<file path="src/rtl/reaction_pkg.sv">
// Shared constants for the F1 reaction round controller: default sizing,
// the "no best time yet" marker and the round state encoding.
package reaction_pkg;

    localparam int DEF_CNT_W      = 16;
    localparam int DEF_TIMEOUT_MS = 2000;

    // best_ms holds this value until the first valid reaction is measured
    localparam logic [DEF_CNT_W-1:0] BEST_NONE = '1;

    typedef logic [2:0] state_t;

    localparam state_t S_IDLE   = 3'd0;
    localparam state_t S_ARM    = 3'd1;
    localparam state_t S_LIGHTS = 3'd2;
    localparam state_t S_TIMING = 3'd3;
    localparam state_t S_RESULT = 3'd4;
    localparam state_t S_DONE   = 3'd5;
    localparam state_t S_JUMP   = 3'd6;
    localparam state_t S_TOUT   = 3'd7;

endpackage

</file>
<file path="src/rtl/btn_sync_edge.sv">
// Brings the raw reaction button into the clk domain and turns each rising
// edge into a single-cycle press. The press appears three clocks after the
// button rises; holding the button produces no further presses.
module btn_sync_edge (
    input  logic clk,
    input  logic rst,
    input  logic i_btn,
    output logic o_press
);

    logic r_sync1;
    logic r_sync2;
    logic r_sync2_d;
    logic r_press;

    // two-flop synchroniser, delayed copy and registered rising-edge pulse
    always_ff @(posedge clk or negedge rst) begin
        if (!rst) begin
            r_sync1   <= 1'b0;
            r_sync2   <= 1'b0;
            r_sync2_d <= 1'b0;
            r_press   <= 1'b0;
        end else begin
            r_sync1   <= i_btn;
            r_sync2   <= r_sync1;
            r_sync2_d <= r_sync2;
            r_press   <= r_sync2 & ~r_sync2_d;
        end
    end

    assign o_press = r_press;

endmodule

</file>
<file path="src/rtl/reaction_timer_ctrl.sv">
// Round controller for the F1 reaction game: triggers the light sequence,
// waits for lights out, counts ms until the player presses, and keeps the
// best time since reset.
//
// state  | meaning
// IDLE   | after reset, waiting for the first start
// ARM    | trigger sent, waiting for the lights to come on
// LIGHTS | lights lit, waiting for lights out
// TIMING | counting ms ticks until the press or timeout
// RESULT | one cycle: publish react_ms, update best_ms
// DONE   | valid result held, start begins a new round
// JUMP   | press before lights out, start begins a new round
// TOUT   | no press within TIMEOUT_MS, start begins a new round
module reaction_timer_ctrl
    import reaction_pkg::*;
#(
    parameter int CNT_W      = DEF_CNT_W,
    parameter int TIMEOUT_MS = DEF_TIMEOUT_MS
) (
    input  logic             clk,
    input  logic             rst,
    input  logic             start,
    input  logic             btn,
    input  logic             lights_on,
    input  logic             ms_tick,
    output logic             f1_trigger,
    output logic             busy,
    output logic [CNT_W-1:0] react_ms,
    output logic [CNT_W-1:0] best_ms,
    output logic             result_valid,
    output logic             jump_start,
    output logic             timeout
);

    localparam logic [CNT_W-1:0] L_BEST_NONE = '1;
    localparam logic [CNT_W-1:0] L_TOUT      = CNT_W'(TIMEOUT_MS);

    state_t           r_state;
    logic [CNT_W-1:0] r_count;
    logic [CNT_W-1:0] r_react;
    logic [CNT_W-1:0] r_best;
    logic             r_trig;
    logic             r_lights_d;
    logic             w_press;
    logic             w_fall;

    btn_sync_edge u_btn (
        .clk     (clk),
        .rst     (rst),
        .i_btn   (btn),
        .o_press (w_press)
    );

    assign w_fall = r_lights_d & ~lights_on;

    // round sequencing, ms counting, result capture and best-time tracking
    always_ff @(posedge clk or negedge rst) begin
        if (!rst) begin
            r_state    <= S_IDLE;
            r_count    <= '0;
            r_react    <= '0;
            r_best     <= L_BEST_NONE;
            r_trig     <= 1'b0;
            r_lights_d <= 1'b0;
        end else begin
            r_trig     <= 1'b0;
            r_lights_d <= lights_on;
            case (r_state)
                S_IDLE, S_DONE, S_JUMP, S_TOUT: begin
                    if (start) begin
                        r_state <= S_ARM;
                        r_trig  <= 1'b1;
                    end
                end
                S_ARM: begin
                    if (w_press) begin
                        r_state <= S_JUMP;
                    end else if (lights_on) begin
                        r_state <= S_LIGHTS;
                    end
                end
                S_LIGHTS: begin
                    // a press on the very cycle the lights go out is still early
                    if (w_press) begin
                        r_state <= S_JUMP;
                    end else if (w_fall) begin
                        r_state <= S_TIMING;
                        r_count <= '0;
                    end
                end
                S_TIMING: begin
                    // press wins over a coincident tick, so that tick is not counted
                    if (w_press) begin
                        r_react <= r_count;
                        r_state <= S_RESULT;
                    end else if (ms_tick) begin
                        // the tick that brings the count to TIMEOUT_MS ends the round
                        if (r_count >= L_TOUT - 1'b1) begin
                            r_count <= L_TOUT;
                            r_state <= S_TOUT;
                        end else begin
                            r_count <= r_count + 1'b1;
                        end
                    end
                end
                S_RESULT: begin
                    if (r_react < r_best) begin
                        r_best <= r_react;
                    end
                    r_state <= S_DONE;
                end
                default: r_state <= S_IDLE;
            endcase
        end
    end

    assign f1_trigger   = r_trig;
    assign busy         = (r_state == S_ARM) || (r_state == S_LIGHTS) || (r_state == S_TIMING);
    assign react_ms     = r_react;
    assign best_ms      = r_best;
    assign result_valid = (r_state == S_RESULT);
    assign jump_start   = (r_state == S_JUMP);
    assign timeout      = (r_state == S_TOUT);

endmodule

</file>
<file path="config.mk">
export PLATFORM = sky130hd
export DESIGN_NAME = reaction_timer_ctrl
export DESIGN_NICKNAME = d
export VERILOG_FILES = /design/src/rtl/reaction_pkg.sv /design/src/rtl/btn_sync_edge.sv /design/src/rtl/reaction_timer_ctrl.sv
export SDC_FILE = /design/constraint.sdc
export NUM_CORES = 1
export LEC_CHECK = 0
export BUFFER_PORTS_ARGS = -buffer_cell sky130_fd_sc_hd__buf_2
export CAP_MARGIN = 20
export CORE_ASPECT_RATIO = 2
export CORE_MARGIN = 3
export CORE_UTILIZATION = 45
export CTS_BUF_LIST = sky130_fd_sc_hd__clkbuf_16
export DETAILED_ROUTE_END_ITERATION = 10
export PLACE_DENSITY_LB_ADDON = 0.12
export SLEW_MARGIN = 20
export SYNTH_ARGS = -nofsm -noshare
export SYNTH_HDL_FRONTEND = slang
export SYNTH_SLANG_ARGS = --single-unit
</file>
<file path="constraint.sdc">
create_clock -name clk -period 3.8 [get_ports clk]
set_input_delay 0.57 -clock clk [delete_from_list [all_inputs] [get_ports clk]]
set_output_delay 0.57 -clock clk [all_outputs]
set_load 0.01 [all_outputs]
</file>
Word level (Yosys, flattened, before mapping)
Cells that the tools add are included.
Word-level totals
  flip-flop bits (word level): 57
  bits of input ports: 6
  output and inout port bits: 37
  logic and storage cells: 59
Operators by class
  add/sub/neg operators: 1
  magnitude comparators: 2
  eq/ne operators: 16
  mux-type cells: 17
  bitwise gates (word level): 4
  reduce and logical (&&, ||, !) cells: 9
Operators by type and width (number)
  $mux 16: 5
  $pmux 16 s2: 1
  $mux 3: 8
  $add 16x1->16 const B: 1
  $ge 16x11->1 const B: 1
  $lt 16x16->1: 1
  $pmux 3 s5: 1
  $eq 3x3->1 const B: 4
  $ne 3x2->1 const B: 4
  $ne 2x2->1 const B: 5
  $reduce_and 5->1: 2
  $eq 3x2->1 const B: 2
  $reduce_and 2->1: 2
  $reduce_or 4->1: 1
  $eq 3x1->1 const B: 1
  $logic_not 3->1: 1
  $and 1x1->1: 2
  $logic_or 1x1->1: 2
  $mux 1: 2
  $not 1->1: 2
  $reduce_bool 2->1: 1

Depth between registers and ports, before layout
  depth in word-level cells: 5
  gate-level depth with buffers: 8
  mapped depth without buffers: 7

Modules after synthesis
Synthesis repeated with hierarchy kept, for this count alone.
Second synthesis, totals
  cell total of the unflattened synthesis: 258
  area, all modules: 2926.6 um^2
Modules (own cells, without submodules)
  reaction_timer_ctrl: instances 1, cells an instance 253, area each 2812.7 um^2, sequential area each 1346.3 um^2
  btn_sync_edge: instances 1, cells an instance 5, area each 113.9 um^2, sequential area each 100.1 um^2

Least setup slack after synthesis
Ideal clock, no wire load.
  path type: register to register
  start point: register r_best[15] (netlist: best_ms[15])
  end point: register r_best[10] (netlist: best_ms[10])
  setup time: 0.082 ns
  arrival time: 2.023 ns
  required time: 3.718 ns
  setup slack: 1.695 ns
  cell stages (with the launch flop): 9
  path buffers: 1
  clock period less this slack: 2.105 ns
  cell sequence: dfstp_2 inv_1 ha_1 nand2_1 nor4_1 nand3b_1 nand3_2 buf_6 mux2_4
Between the ends
  longest elaborated chain between the ends: 2
RTL lines
  from (decl): line reaction_timer_ctrl.sv:41  | logic [CNT_W-1:0] r_best;
  from (signal assigned): line reaction_timer_ctrl.sv:108  | r_best <= r_react;
  $lt 16x16->1: line reaction_timer_ctrl.sv:107  | if (r_react < r_best) begin
  $reduce_and 2->1 (no line)
Every way passes these cells.
A chain may end at the register's enable or synchronous reset.

Final worst setup path
  start point: register r_best[15] (netlist: best_ms[15])
  end point: register r_best[1] (netlist: best_ms[1])
Same word-level chain as after synthesis.

==> results.json <==
{
  "via_per_inst": 5.39,
  "area_growth_pct": 17.7,
  "relSlewSlack": 0.372,
  "core-area_um2": 6360,
  "drv_slew": 0,
  "critPathMaxFanout": 16,
  "drive_above_1_share": 0.344,
  "leakage_nw": 1.70,
  "ys_top_cells_by_count": "dfrtp_1, inv_1, mux2_2, nor2_1, nand2_1",
  "setup_ws_ns": 1.32,
  "clock_sinks": 57,
  "yosys-top-cells-area": "dfrtp_1, dfstp_2, mux2_2",
  "cp-end-kind": "flop",
  "numPortBuffers": 42,
  "synth_top_cell_by_area": "dfrtp_1",
  "ios": 43,
  "path_clk_slew_ns": 0.05,
  "grt_pass1_wl_mm": 10.1,
  "antenna_found_initial": 0,
  "setup_viol": 0,
  "dr_total_vias": 2187,
  "synthMostInstantiatedCell": "dfrtp_1",
  "die_h_um": 121,
  "htreeDepth": 3,
  "fill_cells": 618,
  "fin_hold_ws_ns": 0.260,
  "synthCells": 271,
  "hold_path.class": "input pin to asynchronous set/reset pin",
  "avgSynthCellArea_um2": 10.9,
  "drv_cap": 0,
  "total_power_mw": 2.02,
  "clk_latency_ns": 0.32,
  "final_area_um2": 3480,
  "worstPathRequired_ns": 4.05,
  "p_per_area_nw_per_um2": 582,
  "cts_resized": 0,
  "timing.fmax_mhz": 403,
  "cts_root_buffer": "clkbuf_16",
  "synth_area_um2": 2960,
  "final_core_util": 0.547,
  "synth_top_area_frac": 0.347,
  "diodes": 0,
  "layout.nets": 337,
  "drtAntennaViolNets": 0,
  "synth-async-reset-ratio": 1.00,
  "initial_core_util": 0.465,
  "synth_flop_cell": "dfrtp_1",
  "post-place-ws_ns": 1.27,
  "yosysWarningCount": 0,
  "cts_setup_buffers": 0,
  "postPlaceCellArea_um2": 3220,
  "ys_types": 49,
  "rows": 41,
  "cts_made_buffers": 9,
  "critPathKind": "flop to flop",
  "place.detailed.hpwl_mm": 4.59,
  "die_w_um": 63.3,
  "syn_nets": 293,
  "overflow": 0,
  "synth_edf_count": 0,
  "cts_max_path_buffers": 2,
  "drt_iter0_markers": 76,
  "wl_per_cell_um": 15.3,
  "start_kind": "flop",
  "fin_crit_sh": 0.654,
  "grt_max_degree": 32,
  "rsz0062_at_grt": "no",
  "wirelength_mm": 6.20,
  "die-area_um2": 7630,
  "hold_violations": 0,
  "tns_ns": 0,
  "cts_hold_buffers": 0,
  "cts_tree": "built",
  "first_pass_iters": 4,
  "period_needed_ns": 2.48,
  "stdcell_count": 406,
  "ys_seq_area_frac": 0.489,
  "place_congestion": 0.791,
  "grt_util_all_layers": 0.175,
  "synth-seq-cells": 57,
  "remaining_drc_errors": 0,
  "tightest_slew_ns": 0.942,
  "clock_skew_ns": 0.00367,
  "status": "finished, final reports clean",
  "grt_pass1_vias": 2072,
  "peakVddDrop_mv": 0.318,
  "dp_cells": 390,
  "cp_data_arrival_time_ns": 2.74
}
## metal layers
layer  up-vias  global-route usage  wire length (um)
met2        43               0.304              3340
li1       1061                   -                 -
met5         -                   0                 0
met4         0              0.0988               183
met3        15              0.0511               232
met1      1068               0.186              2440
## registers in the layout, indices dropped and copies added, names as in the netlist
signal,flops
u_btn.r_sync2_d,1
u_btn.o_press,1
u_btn.r_sync2,1
best_ms,16
f1_trigger,1
u_btn.r_sync1,1
react_ms,16
r_count,16
r_lights_d,1
r_state,3
## final cells by class
type                    count  area [um^2]  area share
clock buffers               9          225      0.0648
clock inverters             7         30.0     0.00864
inverters                  21         78.8      0.0227
multi-input cells         183         1370       0.394
flip-flops and latches     57         1450       0.416
well taps                  86          108      0.0309
repair buffers             43          218      0.0626
## report_power, final
group          internal, mW  leakage [nW]  switching (mW)
logic                 0.225         0.845           0.307
clock network         0.426         0.136           0.260
registers             0.687         0.717           0.117
total                  1.34          1.70           0.685
## final timing paths
check,start,slack [ns],end,cells past startpoint
setup / recovery,best_ms[15],1.32,best_ms[1],7
hold / removal,rst,0.26,react_ms[3],1
setup reg to reg,best_ms[15],1.32,best_ms[1],7
hold reg to reg,u_btn.r_sync1,0.35,u_btn.r_sync2,0
max in group asynchronous,rst,2.68,best_ms[12],2
min in group clk,btn,0.35,u_btn.r_sync1,1
## worst max-delay path: stages (launching register included)
cell      delay, ns
dfstp_2        0.54
inv_1          0.04
ha_1           0.28
nand2_1        0.09
nor4_1         0.48
nand3b_1       0.15
nand3_2        0.42
mux2_2         0.39
## logic make-up after synthesis
kind of cell	after synthesis	synth area share
buf+inv	31	0.0466
mux	31	0.131
simple gates	80	0.139
flops	57	0.489
xor+xnor	3	0.00889
fa+ha+maj	16	0.0677
compound gates	53	0.117
## cells in the final DEF (no fill, tap or decap), drive strengths merged, types with 3 or more instances in the layout
| cell | n |
|---|---|
| nor3 | 4 |
| a31oi | 4 |
| nand4 | 5 |
| inv | 23 |
| a21oi | 15 |
| nand3 | 11 |
| and2 | 3 |
| clkinv | 5 |
| dfrtp | 41 |
| o21ai | 14 |
| mux2 | 31 |
| ha | 16 |
| buf | 43 |
| clkbuf | 9 |
| dfstp | 16 |
| nand2 | 18 |
| nor2 | 23 |
(Power assumes the default switching activity.)
